`config.mk`:
```
export PLATFORM = sky130hd
export DESIGN_NAME = hub75_scanout
export DESIGN_NICKNAME = d
export VERILOG_FILES = /design/src/rtl/hub75_pkg.sv /design/src/rtl/hub75_scanout_show_timer.sv /design/src/rtl/hub75_scanout.sv
export SDC_FILE = /design/constraint.sdc
export NUM_CORES = 1
export LEC_CHECK = 0
export CAP_MARGIN = 0
export CORE_ASPECT_RATIO = 0.8
export CORE_UTILIZATION = 41
export DETAILED_ROUTE_END_ITERATION = 16
export PLACE_DENSITY_LB_ADDON = 0.2
export RECOVER_POWER = 50
export REMOVE_ABC_BUFFERS = 1
export SETUP_SLACK_MARGIN = 0.05
export SLEW_MARGIN = 20
export SYNTH_ARGS = -nofsm -noshare
export SYNTH_HDL_FRONTEND = slang
export SYNTH_SLANG_ARGS = --single-unit
export TNS_END_PERCENT = 5
```
`constraint.sdc`:
```
create_clock -name clk -period 3 [get_ports clk]
set_clock_uncertainty 0.15 [all_clocks]
set_input_delay 0.6 -clock clk [delete_from_list [all_inputs] [get_ports clk]]
set_output_delay 0.6 -clock clk [all_outputs]
set_load 0.005 [all_outputs]
```
`src/rtl/hub75_pkg.sv`:
```
// ----------------------------------------------------------------------------
// hub75_pkg
//   Shared constants, scan-out state encoding and pixel bit-plane helpers for
//   the HUB75 scan-out block.
//
//   Pixel words are {red, green, blue}, with each channel BITS_PER_COLOUR wide
//   and red in the MSBs. plane_bits() returns bit <plane> of each channel as
//   {r, g, b}.
// ----------------------------------------------------------------------------
package hub75_pkg;

    localparam int PANEL_WIDTH  = 64;
    localparam int SCAN_ROWS    = 16;
    // Two cycles per column, plus two so the last column can be clocked in.
    localparam int SHIFT_CYCLES = 130;

    // Widest pixel word the extraction helpers accept.
    localparam int PIXEL_MAX    = 64;
    localparam int PIXEL_IDX_W  = 6;

    // Channel field positions, counted in channel widths from the LSB.
    localparam int FIELD_BLUE   = 0;
    localparam int FIELD_GREEN  = 1;
    localparam int FIELD_RED    = 2;

    typedef enum logic [1:0] {
        SHIFT,
        LATCH,
        SHOW
    } state_t;

    // Bit position of bit <plane> of channel <field>.
    function automatic logic [PIXEL_IDX_W-1:0] bit_index(
        input int field,
        input int bits_per_colour,
        input int plane
    );
        return PIXEL_IDX_W'(field * bits_per_colour + plane);
    endfunction

    // {r, g, b} bits of one colour plane of a pixel word.
    function automatic logic [2:0] plane_bits(
        input logic [PIXEL_MAX-1:0] pixel,
        input int                   bits_per_colour,
        input int                   plane
    );
        return {pixel[bit_index(FIELD_RED,   bits_per_colour, plane)],
                pixel[bit_index(FIELD_GREEN, bits_per_colour, plane)],
                pixel[bit_index(FIELD_BLUE,  bits_per_colour, plane)]};
    endfunction

endpackage

```
`src/rtl/hub75_scanout_show_timer.sv`:
```
// ----------------------------------------------------------------------------
// hub75_show_timer
//   Loadable down-counter that times the output-enable period of one BCM
//   plane. A load pulse, given in the LATCH cycle, starts a SHOW period of
//   SHOW_BASE << plane cycles.
//
//   Optional feature (macro HUB75_BRIGHTNESS_EN): the length is scaled to
//   ((SHOW_BASE << plane) * brightness) >> 8. A zero result still gives a
//   one-cycle SHOW period, with the output kept dark.
//
// Ports:
//   clk          in   system clock
//   reset        in   synchronous, active-high
//   i_load       in   start a period in the next cycle
//   i_plane      in   plane index that sets the period length
//   i_brightness in   8-bit brightness scale (HUB75_BRIGHTNESS_EN only)
//   o_active     out  output enable should be asserted this cycle
//   o_done       out  this is the last cycle of the period
// ----------------------------------------------------------------------------
module hub75_show_timer #(
    parameter int BITS_PER_COLOUR = 4,
    parameter int SHOW_BASE       = 32,
    parameter int PLANE_W         = 2
) (
    input  logic               clk,
    input  logic               reset,
    input  logic               i_load,
    input  logic [PLANE_W-1:0] i_plane,
`ifdef HUB75_BRIGHTNESS_EN
    input  logic [7:0]         i_brightness,
`endif
    output logic               o_active,
    output logic               o_done
);

    // Wide enough to hold the longest period, that of the last plane.
    localparam int CNT_W = $clog2((SHOW_BASE << (BITS_PER_COLOUR - 1)) + 1);

    logic [CNT_W-1:0] r_count;
    logic             r_on;
    logic [CNT_W-1:0] w_base_len;
    logic [CNT_W-1:0] w_len;

    assign w_base_len = CNT_W'(SHOW_BASE) << i_plane;

`ifdef HUB75_BRIGHTNESS_EN
    logic [CNT_W+7:0] w_scaled;
    assign w_scaled = {8'd0, w_base_len} * {{CNT_W{1'b0}}, i_brightness};
    assign w_len    = CNT_W'(w_scaled >> 8);
`else
    assign w_len    = w_base_len;
`endif

    // r_count holds the SHOW cycles left, the current one included.
    // NOTE: state registers are updated with <= so that every register in the
    // block samples the values from before the clock edge.
    always_ff @(posedge clk) begin
        if (reset) begin
            r_count <= '0;
            r_on    <= 1'b0;
        end else if (i_load) begin
            if (w_len == '0) begin
                r_count <= CNT_W'(1);
                r_on    <= 1'b0;
            end else begin
                r_count <= w_len;
                r_on    <= 1'b1;
            end
        end else if (r_count != '0) begin
            r_count <= r_count - CNT_W'(1);
            if (r_count == CNT_W'(1)) begin
                r_on <= 1'b0;
            end
        end
    end

    assign o_active = r_on;
    assign o_done   = (r_count == CNT_W'(1));

endmodule

```
`src/rtl/hub75_scanout.sv`:
```
// ----------------------------------------------------------------------------
// hub75_scanout
//   Reads the display side of the double-buffered panel RAM and drives a
//   1/16-scan HUB75 panel using binary code modulation. Each row is sent once
//   per colour plane, LSB plane first. The sequence for each plane is:
//   SHIFT (130 cycles: 64 columns shifted in), LATCH (1 cycle) and SHOW
//   (SHOW_BASE << plane cycles with OE active).
//
//   Optional feature (macro HUB75_BRIGHTNESS_EN): adds a brightness[7:0] input
//   that scales every SHOW period. It is sampled on entry to LATCH.
//
// Ports:
//   clk               in   system clock, also the RAM read clock
//   reset             in   synchronous, active-high
//   read_addr         out  RAM read address {row[3:0], col[5:0]}
//   read_en           out  RAM read enable, high only in SHIFT
//   read_data_top     in   pixel for panel rows 0-15 (registered RAM output)
//   read_data_bottom  in   pixel for panel rows 16-31 (same timing)
//   hub75_rgb         out  {r1, g1, b1, r2, g2, b2}
//   hub75_clk         out  panel shift clock
//   hub75_latch       out  panel latch strobe
//   hub75_oe_n        out  panel output enable, active low
//   hub75_addr        out  panel row select
//   frame_done        out  one-cycle pulse in the last cycle of a frame
//   brightness        in   SHOW scale factor (HUB75_BRIGHTNESS_EN only)
// ----------------------------------------------------------------------------
module hub75_scanout
    import hub75_pkg::*;
#(
    parameter int BITS_PER_COLOUR = 4,
    parameter int BITS_PER_PIXEL  = 12,
    parameter int SHOW_BASE       = 32
) (
    input  logic                      clk,
    input  logic                      reset,
    output logic [9:0]                read_addr,
    output logic                      read_en,
    input  logic [BITS_PER_PIXEL-1:0] read_data_top,
    input  logic [BITS_PER_PIXEL-1:0] read_data_bottom,
    output logic [5:0]                hub75_rgb,
    output logic                      hub75_clk,
    output logic                      hub75_latch,
    output logic                      hub75_oe_n,
    output logic [3:0]                hub75_addr,
    output logic                      frame_done
`ifdef HUB75_BRIGHTNESS_EN
    ,
    input  logic [7:0]                brightness
`endif
);

    localparam int PLANE_W = (BITS_PER_COLOUR > 1) ? $clog2(BITS_PER_COLOUR) : 1;
    localparam logic [PLANE_W-1:0] LAST_PLANE = PLANE_W'(BITS_PER_COLOUR - 1);
    localparam logic [7:0] LAST_K    = 8'(SHIFT_CYCLES - 1);
    localparam logic [7:0] READ_END  = 8'(2 * PANEL_WIDTH);
    localparam logic [3:0] LAST_ROW  = 4'(SCAN_ROWS - 1);

    if (BITS_PER_PIXEL != 3 * BITS_PER_COLOUR || BITS_PER_PIXEL > PIXEL_MAX) begin : g_bad_width
        $error("hub75_scanout: BITS_PER_PIXEL must equal 3*BITS_PER_COLOUR");
    end

    // Scan position.
    state_t             r_state, w_next_state;
    logic [7:0]         r_k, w_next_k;
    logic [3:0]         r_row, w_next_row;
    logic [PLANE_W-1:0] r_plane, w_next_plane;
    // Low in the cycle that follows reset, so that SHIFT k=0 begins on the
    // first cycle after reset is released.
    logic               r_run;

    // Registered panel and RAM outputs.
    logic [9:0]         r_read_addr;
    logic               r_read_en;
    logic [5:0]         r_rgb;
    logic               r_hclk;
    logic               r_latch;
    logic [3:0]         r_hub_addr;

    logic               w_timer_load;
    logic               w_timer_active;
    logic               w_timer_done;
    logic               w_frame_done;

    logic [PIXEL_MAX-1:0] w_top_ext;
    logic [PIXEL_MAX-1:0] w_bot_ext;

    // ------------------------------------------------------------------
    // Next-state logic
    // ------------------------------------------------------------------
    // NOTE: every signal written here gets a default first, so no path can
    // leave it unassigned and infer a latch.
    always_comb begin
        w_next_state = r_state;
        w_next_k     = r_k;
        w_next_row   = r_row;
        w_next_plane = r_plane;
        w_timer_load = 1'b0;
        w_frame_done = 1'b0;
        if (r_run) begin
            case (r_state)
                SHIFT: begin
                    if (r_k == LAST_K) begin
                        w_next_state = LATCH;
                        w_next_k     = '0;
                    end else begin
                        w_next_k = r_k + 8'd1;
                    end
                end
                LATCH: begin
                    w_next_state = SHOW;
                    w_timer_load = 1'b1;
                end
                SHOW: begin
                    if (w_timer_done) begin
                        w_next_state = SHIFT;
                        w_next_k     = '0;
                        if (r_plane == LAST_PLANE) begin
                            w_next_plane = '0;
                            if (r_row == LAST_ROW) begin
                                w_next_row   = '0;
                                w_frame_done = 1'b1;
                            end else begin
                                w_next_row = r_row + 4'd1;
                            end
                        end else begin
                            w_next_plane = r_plane + PLANE_W'(1);
                        end
                    end
                end
                default: w_next_state = SHIFT;
            endcase
        end
    end

    // Zero-extended pixel words for the plane extraction helper.
    always_comb begin
        w_top_ext = '0;
        w_bot_ext = '0;
        w_top_ext[BITS_PER_PIXEL-1:0] = read_data_top;
        w_bot_ext[BITS_PER_PIXEL-1:0] = read_data_bottom;
    end

`ifdef HUB75_BRIGHTNESS_EN
    logic [7:0] r_brightness;
`endif

    // ------------------------------------------------------------------
    // State and output registers. The outputs are computed from the
    // next-state values, so each output is a clean flop and already
    // matches the cycle it describes.
    // ------------------------------------------------------------------
    always_ff @(posedge clk) begin
        if (reset) begin
            r_state     <= SHIFT;
            r_k         <= '0;
            r_row       <= '0;
            r_plane     <= '0;
            r_run       <= 1'b0;
            r_read_addr <= '0;
            r_read_en   <= 1'b0;
            r_rgb       <= '0;
            r_hclk      <= 1'b0;
            r_latch     <= 1'b0;
            r_hub_addr  <= '0;
`ifdef HUB75_BRIGHTNESS_EN
            r_brightness <= '0;
`endif
        end else begin
            r_run   <= 1'b1;
            r_state <= w_next_state;
            r_k     <= w_next_k;
            r_row   <= w_next_row;
            r_plane <= w_next_plane;

            r_read_en <= (w_next_state == SHIFT);
            // Column c is addressed in cycles 2c and 2c+1. The address is
            // held after the last column.
            if (w_next_state == SHIFT && w_next_k < READ_END) begin
                r_read_addr <= {w_next_row, w_next_k[6:1]};
            end

            // Rising shift clock in cycle 2c+3, once column c's data is
            // stable on the pins.
            r_hclk  <= (w_next_state == SHIFT) && w_next_k[0] && (w_next_k >= 8'd3);
            r_latch <= (w_next_state == LATCH);

            if (w_next_state == LATCH) begin
                r_hub_addr <= r_row;
`ifdef HUB75_BRIGHTNESS_EN
                r_brightness <= brightness;
`endif
            end

            // RAM data is valid only in odd SHIFT cycles that follow a
            // column read. It is never sampled elsewhere.
            if (r_run && r_state == SHIFT && r_k[0] && r_k < READ_END) begin
                r_rgb <= {plane_bits(w_top_ext, BITS_PER_COLOUR, int'(r_plane)),
                          plane_bits(w_bot_ext, BITS_PER_COLOUR, int'(r_plane))};
            end
        end
    end

    hub75_show_timer #(
        .BITS_PER_COLOUR (BITS_PER_COLOUR),
        .SHOW_BASE       (SHOW_BASE),
        .PLANE_W         (PLANE_W)
    ) u_show_timer (
        .clk          (clk),
        .reset        (reset),
        .i_load       (w_timer_load),
        .i_plane      (r_plane),
`ifdef HUB75_BRIGHTNESS_EN
        .i_brightness (r_brightness),
`endif
        .o_active     (w_timer_active),
        .o_done       (w_timer_done)
    );

    assign read_addr   = r_read_addr;
    assign read_en     = r_read_en;
    assign hub75_rgb   = r_rgb;
    assign hub75_clk   = r_hclk;
    assign hub75_latch = r_latch;
    assign hub75_oe_n  = !w_timer_active;
    assign hub75_addr  = r_hub_addr;
    assign frame_done  = w_frame_done;

endmodule

```
==> run summary <==
CP max FO: 12
Die Area: 0.00672 mm2
Pin count of the biggest net entering global routing: 22
HP Start: read_addr[2]$_SDFFE_PP0P_
Met1 usage: 27.2%
Hold crit path type: flop to flop
Layout Nets: 362
# port buffers: 50
Worst hold slack: 0.315 ns
CP Capture Type: output port
Chip Width: 91.4 um
Clock Latency Late Sink: 0.31 ns
Cell Area, Synth: 0.00262 mm2
Vias/cell: 5.36
Clock Sinks: 50
CTS max path bufs: 2
Core Area: 0.00604 mm2
Vias in the first global route: 1985
Total number of vias: 2186
Cells after synthesis: 274
R2R depth: 8
IO Count: 51
DP HPWL: 4240 um
Hold Vio Cnt, Final: 0
Global-route wire length before repair: 9780 um
Starting Density: 43.4%
Max frequency: 359 MHz
Total negative slack: 0 ns
Rows: 25
FF-to-FF setup slack: 0.36 ns
Distinct cells, synth: 54
Fill cells: 536
Synth warn: 0
Setup crit start: r_run$_DFF_P_
RSZ-0062 raised after global routing: false
Met3 usage: 4.66%
Hold path depth: 2
Ys flop type: dfxtp_1
# setup viols final: 0
Initial DRC Count: 186
Final period util: 92.9%
Routed wire length per instance: 13.9 um
Met2 Use GR: 25.6%
Post-Route WL: 5660 um
Clock transition at path regs: 0.10 ns
Chip Height: 73.5 um
GP Congestion: 0.910
Ys async rst share: 0%
Synthesis-stage register bit count: 50
DRC: 0
Slew headroom: 44.3%
Post-CTS Setup Bufs: 0
Worst Path Class, Setup: flop to output port
Layout cell share with drive strength beyond 1: 10.4%
Initial antenna violation count: 0
Worst Path Arrival: 2.04 ns
CP Launch Type: flop
Area grow syn2layout: 26.9%
Avg Cell Area, Syn: 9.57 um2
TritonCTS buffer count: 5
Reg2reg start: u_show_timer.r_count[1]$_SDFFE_PP0P_
Grt total ovfl: 0
Leakage: 1.36 nW
Ant diodes: 0
Peak supply drop: 0.000216 V
CTS tree: yes
Root Buffer: clkbuf_8
Final ANT Viol Nets: 0
Pwr Density: 514 mW/mm2
Cts hold-fix bufs: 0
Max-slew violations: 0
Sequential area share after synthesis: 38.2%
GRT Util Overall: 18.3%
Clock H-tree levels: 2
Pre-Repair DR Iteration Count: 4
Cts repair resizes: 0
EDFF count, synth: 0
Post-route minimum period: 2.79 ns
Maximum Capacitance Violations: 0
Status: finished clean
Worst-Margin Slew: 0.824 ns
Most Used Layer, Global Route: met1
Critical Path RT: 2.25 ns
[through the flow]
stage	power (mW)	utilization, %	instances	worst slack, ns	area, um2
after detailed placement	1.24	53.4	400	0.634	3220
after global routing	1.82	55.1	408	0.0626	3330
after global placement	1.22	53.4	400	0.664	3220
after floorplan	1.09	-	263	0.724	2570
final	1.71	55.1	408	0.214	3330
after CTS	1.73	55.3	408	0.261	3340
[worst max-delay path: stages, from the launching register on]
cell             delay (ns)
dfxtp_1                0.54
and4b_1                0.31
nand3_1                0.20
nor2_1                 0.17
clkdlybuf4s50_1        0.51
[area by class of cell]
type	count	area, um2	area share, %
clock buffer	5	68.8	2.07
tap	81	101	3.05
inverter	10	37.5	1.13
multi-input combinational	203	1530	45.9
sequential	50	1000	30.1
clock inverter	3	47.5	1.43
timing repair buffer	56	542	16.3
[power breakdown]
group	switching (mW)	leakage (nW)	total, mW	internal, mW
sequential	0.0681	0.406	0.785	0.717
clock	0.243	0.0591	0.498	0.255
combinational	0.211	0.894	0.428	0.217
total	0.522	1.36	1.71	1.19
[placed cells by master (no fill, tap or decap), types with 7 or more instances in the layout]
cell,n
a21oi_1,16
inv_1,9
nor2b_1,12
nand2_1,16
dfxtp_1,50
mux2i_1,15
o21ai_0,15
nor2_1,29
ha_1,10
dlygate4sd3_1,25
clkdlybuf4s50_1,25
nand3_1,7
[cells in the mapped netlist, types with 3 or more instances]
| cell | n | area share (%) |
|---|---|---|
| o21ai_0 | 15 | 2.9 |
| a21oi_1 | 15 | 2.9 |
| xor2_1 | 3 | 1.0 |
| a211oi_1 | 5 | 1.4 |
| nand3_1 | 6 | 1.1 |
| nor3_1 | 4 | 0.76 |
| nor2_1 | 29 | 4.2 |
| mux2i_1 | 15 | 5.7 |
| nand4_1 | 4 | 0.95 |
| xnor2_1 | 3 | 1.0 |
| and2_1 | 4 | 0.95 |
| mux2_2 | 4 | 1.7 |
| mux2_1 | 5 | 2.1 |
| nand2b_1 | 3 | 0.72 |
| o21a_1 | 4 | 1.1 |
| nand2_1 | 16 | 2.3 |
| inv_1 | 9 | 1.3 |
| nor3b_1 | 3 | 0.86 |
| clkbuf_1 | 9 | 1.3 |
| dfxtp_1 | 50 | 38 |
| nor2b_1 | 12 | 2.9 |
| ha_1 | 10 | 4.8 |
| mux4_2 | 6 | 5.2 |
[sequential cells by signal, indices dropped and copies added, names as in the netlist]
signal and count:
read_addr 10, r_state 2, r_run 1, u_show_timer.r_count 9, hub75_latch 1, u_show_timer.o_active 1
hub75_clk 1, read_en 1, r_plane 2, r_k 8, hub75_rgb 6, r_row 4
hub75_addr 4
[logic make-up (layout without fill, tap and decap cells)]
logic type               count (synthesis)  count (layout)  share of synthesized area, %
buffers and inverters                   21              74                          3.20
XOR/XNOR                                 6               6                          2.01
adder cells (fa/ha/maj)                 10              10                          4.77
AND/OR/NAND/NOR                        104             104                          23.7
AO/OA/AOI/OAI                           53              53                          13.4
flip-flops                              50              50                          38.2
multiplexers                            30              30                          14.7
[layer usage]
| layer | up-vias | part of all wire, % |
|---|---|---|
| li1 | 1091 | - |
| met4 | 0 | 1.3 |
| met2 | 70 | 41 |
| met1 | 1018 | 52 |
| met5 | - | 0 |
| met3 | 7 | 6.3 |
[worst paths after layout]
kind	to
hold / removal	read_addr[2]$_SDFFE_PP0P_
setup / recovery	frame_done
hold reg to reg	read_addr[2]$_SDFFE_PP0P_
setup reg to reg	read_addr[6]$_SDFFE_PP0P_
(Power assumes the default switching activity.)
==> patch: new RTL, same settings <==
`SHOW_BASE` is set to 32 in 2 places; all go to 16.
--- a/src/rtl/hub75_scanout_show_timer.sv
+++ b/src/rtl/hub75_scanout_show_timer.sv
@@ -21,3 +21,3 @@
     parameter int BITS_PER_COLOUR = 4,
-    parameter int SHOW_BASE       = 32,
+    parameter int SHOW_BASE       = 16,
     parameter int PLANE_W         = 2
--- a/src/rtl/hub75_scanout.sv
+++ b/src/rtl/hub75_scanout.sv
@@ -31,3 +31,3 @@
     parameter int BITS_PER_PIXEL  = 12,
-    parameter int SHOW_BASE       = 32
+    parameter int SHOW_BASE       = 16
 ) (
Check against the original RTL: same outputs for any inputs over 10 cycles, from zero or initial values and one cycle with reset high; that may be too few to reach the edited logic, so the function may still have changed.
==> patch against the original RTL <==
- power increased by 1.8%
- worst setup slack got worse by 0.036 ns
- sequential cell count decreased by 1
- combinational power decreased by 3%
- utilization increased by 0.44 points
- final area increased by 0.79%
- synthesized area decreased by 0.14%
- fmax decreased by 1.3%
- register-to-register slack got worse by 0.13 ns
- routed wire length increased by 3.0%
- largest cell class unchanged
==> patch: results (changes against the original RTL) <==
* Clk buf depth at 2 (unchanged)
* Hold Startpoint: read_addr[3]
* Worst Reg-to-Reg Cells at 8 (unchanged)
* Area contributors post-synth: dfxtp_1 37%, mux2i_1 5.7%, mux4_2 5.2%, ha_1 4.8%, nor2_1 4.4%
* Placed Area at 3221 um2 (about the same)
* Nets at 365 (+0.83%)
* WHS at 0.3179 ns (+0.002782 ns)
* Adder-Cell Fraction of Synth Area at 4.780% (+0.0068 points)
* Hold path depth at 2 (unchanged)
* WHS Endpoint: read_addr[3]
* Distinct cells, synth at 59 (+9.3%)
* PD cells at 519.2 nW/um2 (+0.96%)
* # port buffers at 50 (unchanged)
* Syn avg cell area at 9.484 um2 (-0.87%)
* Synth Area in Compound Gates at 14.10% (+0.74 points)
* GPL Wtd Cong at 0.8932 (-1.8%)
* Worst reg2reg path endpoint: read_addr[7]
* Reg2Reg Launch Point: r_k[1]
* Leakage at 0.001408 uW (+3.5%)
* Starting DRT DRC Count at 132 (-29%)
* Sequential share of the synthesized area at 37.48% (-0.71 points)
* Peak supply drop at 0.3426 mV (+59%)
* Post-route insts no fill at 411 (+0.74%)
* GRT Overall Usage at 18.69% (+0.39 points)
* Crit path max fanout at 5 (-7)
* Multiplexer share of the synthesized area at 14.77% (+0.021 points)
* Worst Path Arrival at 2.07 ns (+0.03 ns)
* Worst-path clk slew at 0.10 ns (about the same)
* DP Worst Slack at 0.2434 ns (-0.3904 ns)
* Post-synth ARST share at 0% (unchanged)
* Vias per inst at 5.414 (+1.0%)
* Filler cells at 561 (+4.7%)
* HPWL Detailed at 4.313 mm (+1.6%)
* WL per Instance at 14.18 um (+2.2%)
* Postcts setup bufs at 0 (unchanged)
* Most frequent cells after synthesis: 49 x dfxtp_1, 31 x nor2_1, 15 x mux2i_1
* Reg2Reg Setup Slack at 0.23 ns (-0.13 ns)
* Initial antenna violation count at 0 (unchanged)
* Fraction of layout cells with a size suffix above 1 at 13.03% (+2.6 points)
* Number of global-route vias before repair at 2101 (+5.8%)
* Count of placed standard cells including taps at 403 (+0.75%)
* First-pass GRT wire length at 9.956 mm (+1.8%)
* Largest net degree at the start of global routing at 24 (+9.1%)
* Post-Synth XOR/XNOR Area at 1.673% (-0.33 points)
* Worst slew pin tran at 0.6327 ns (-0.1910 ns)
* Clock latency on the worst-skew pair at 0.31 ns (about the same)
* Status: finished, final reports clean
## patch: cell types whose count changed after synthesis, moves of 3 or more
cell	delta
nor3_1	+6
a211oi_1	+4
nand2_1	-6
a21oi_1	-5
nor2b_1	-10
mux2_1	-5
o21ai_0	-5
mux2_2	+5
inv_1	+4
nand4_1	+3
and2b_1	+10
nand3b_1	+3
## patch: what timing repair did
item / 4_1_cts / 5_1_grt
pin swaps: 0 / 0
endpoints found under the setup margin: 1 / 1
hold buffers: 0 / 0
resized for setup: 1 / 2
## patch: final cells by class
| cell class | instances | area share [%] |
|---|---|---|
| Timing Repair Buffer | 59 | 16.61 |
| Tap cell | 81 | 3.024 |
| Sequential cell | 49 | 29.30 |
| Multi-Input combinational cell | 201 | 45.50 |
| Inverter | 13 | 1.456 |
| Clock inverter | 3 | 2.053 |
| Clock buffer | 5 | 2.053 |
## patch: critical path: stages, from the launching register on
cell	delay (ns)
dfxtp_1	0.42
ha_1	0.18
nor3b_2	0.19
nand4_1	0.16
nor3_2	0.26
clkdlybuf4s50_1	0.55
## patch: how the worst max path moves through the flow
stage                                  startpoint            to
after floorplan                            r_k[1]  read_addr[0]
after detailed placement                   r_k[1]  read_addr[6]
after CTS                 u_show_timer.r_count[0]    frame_done
final                     u_show_timer.r_count[0]    frame_done
after global placement                     r_k[1]  read_addr[9]
after global routing      u_show_timer.r_count[0]    frame_done
## patch: metal layers
layer	vias to the layer above	GRT usage, %	wire length, um
li1	1112	-	-
met2	72	28.28	2375
met5	-	0	0
met4	0	5.820	53
met1	1035	26.53	3001
met3	6	4.244	396
## patch: power breakdown
part	internal (uW)	total [uW]	switching [uW]
Clock	336	570	235
Sequential	698	753	55.3
Combinational	205	417	212
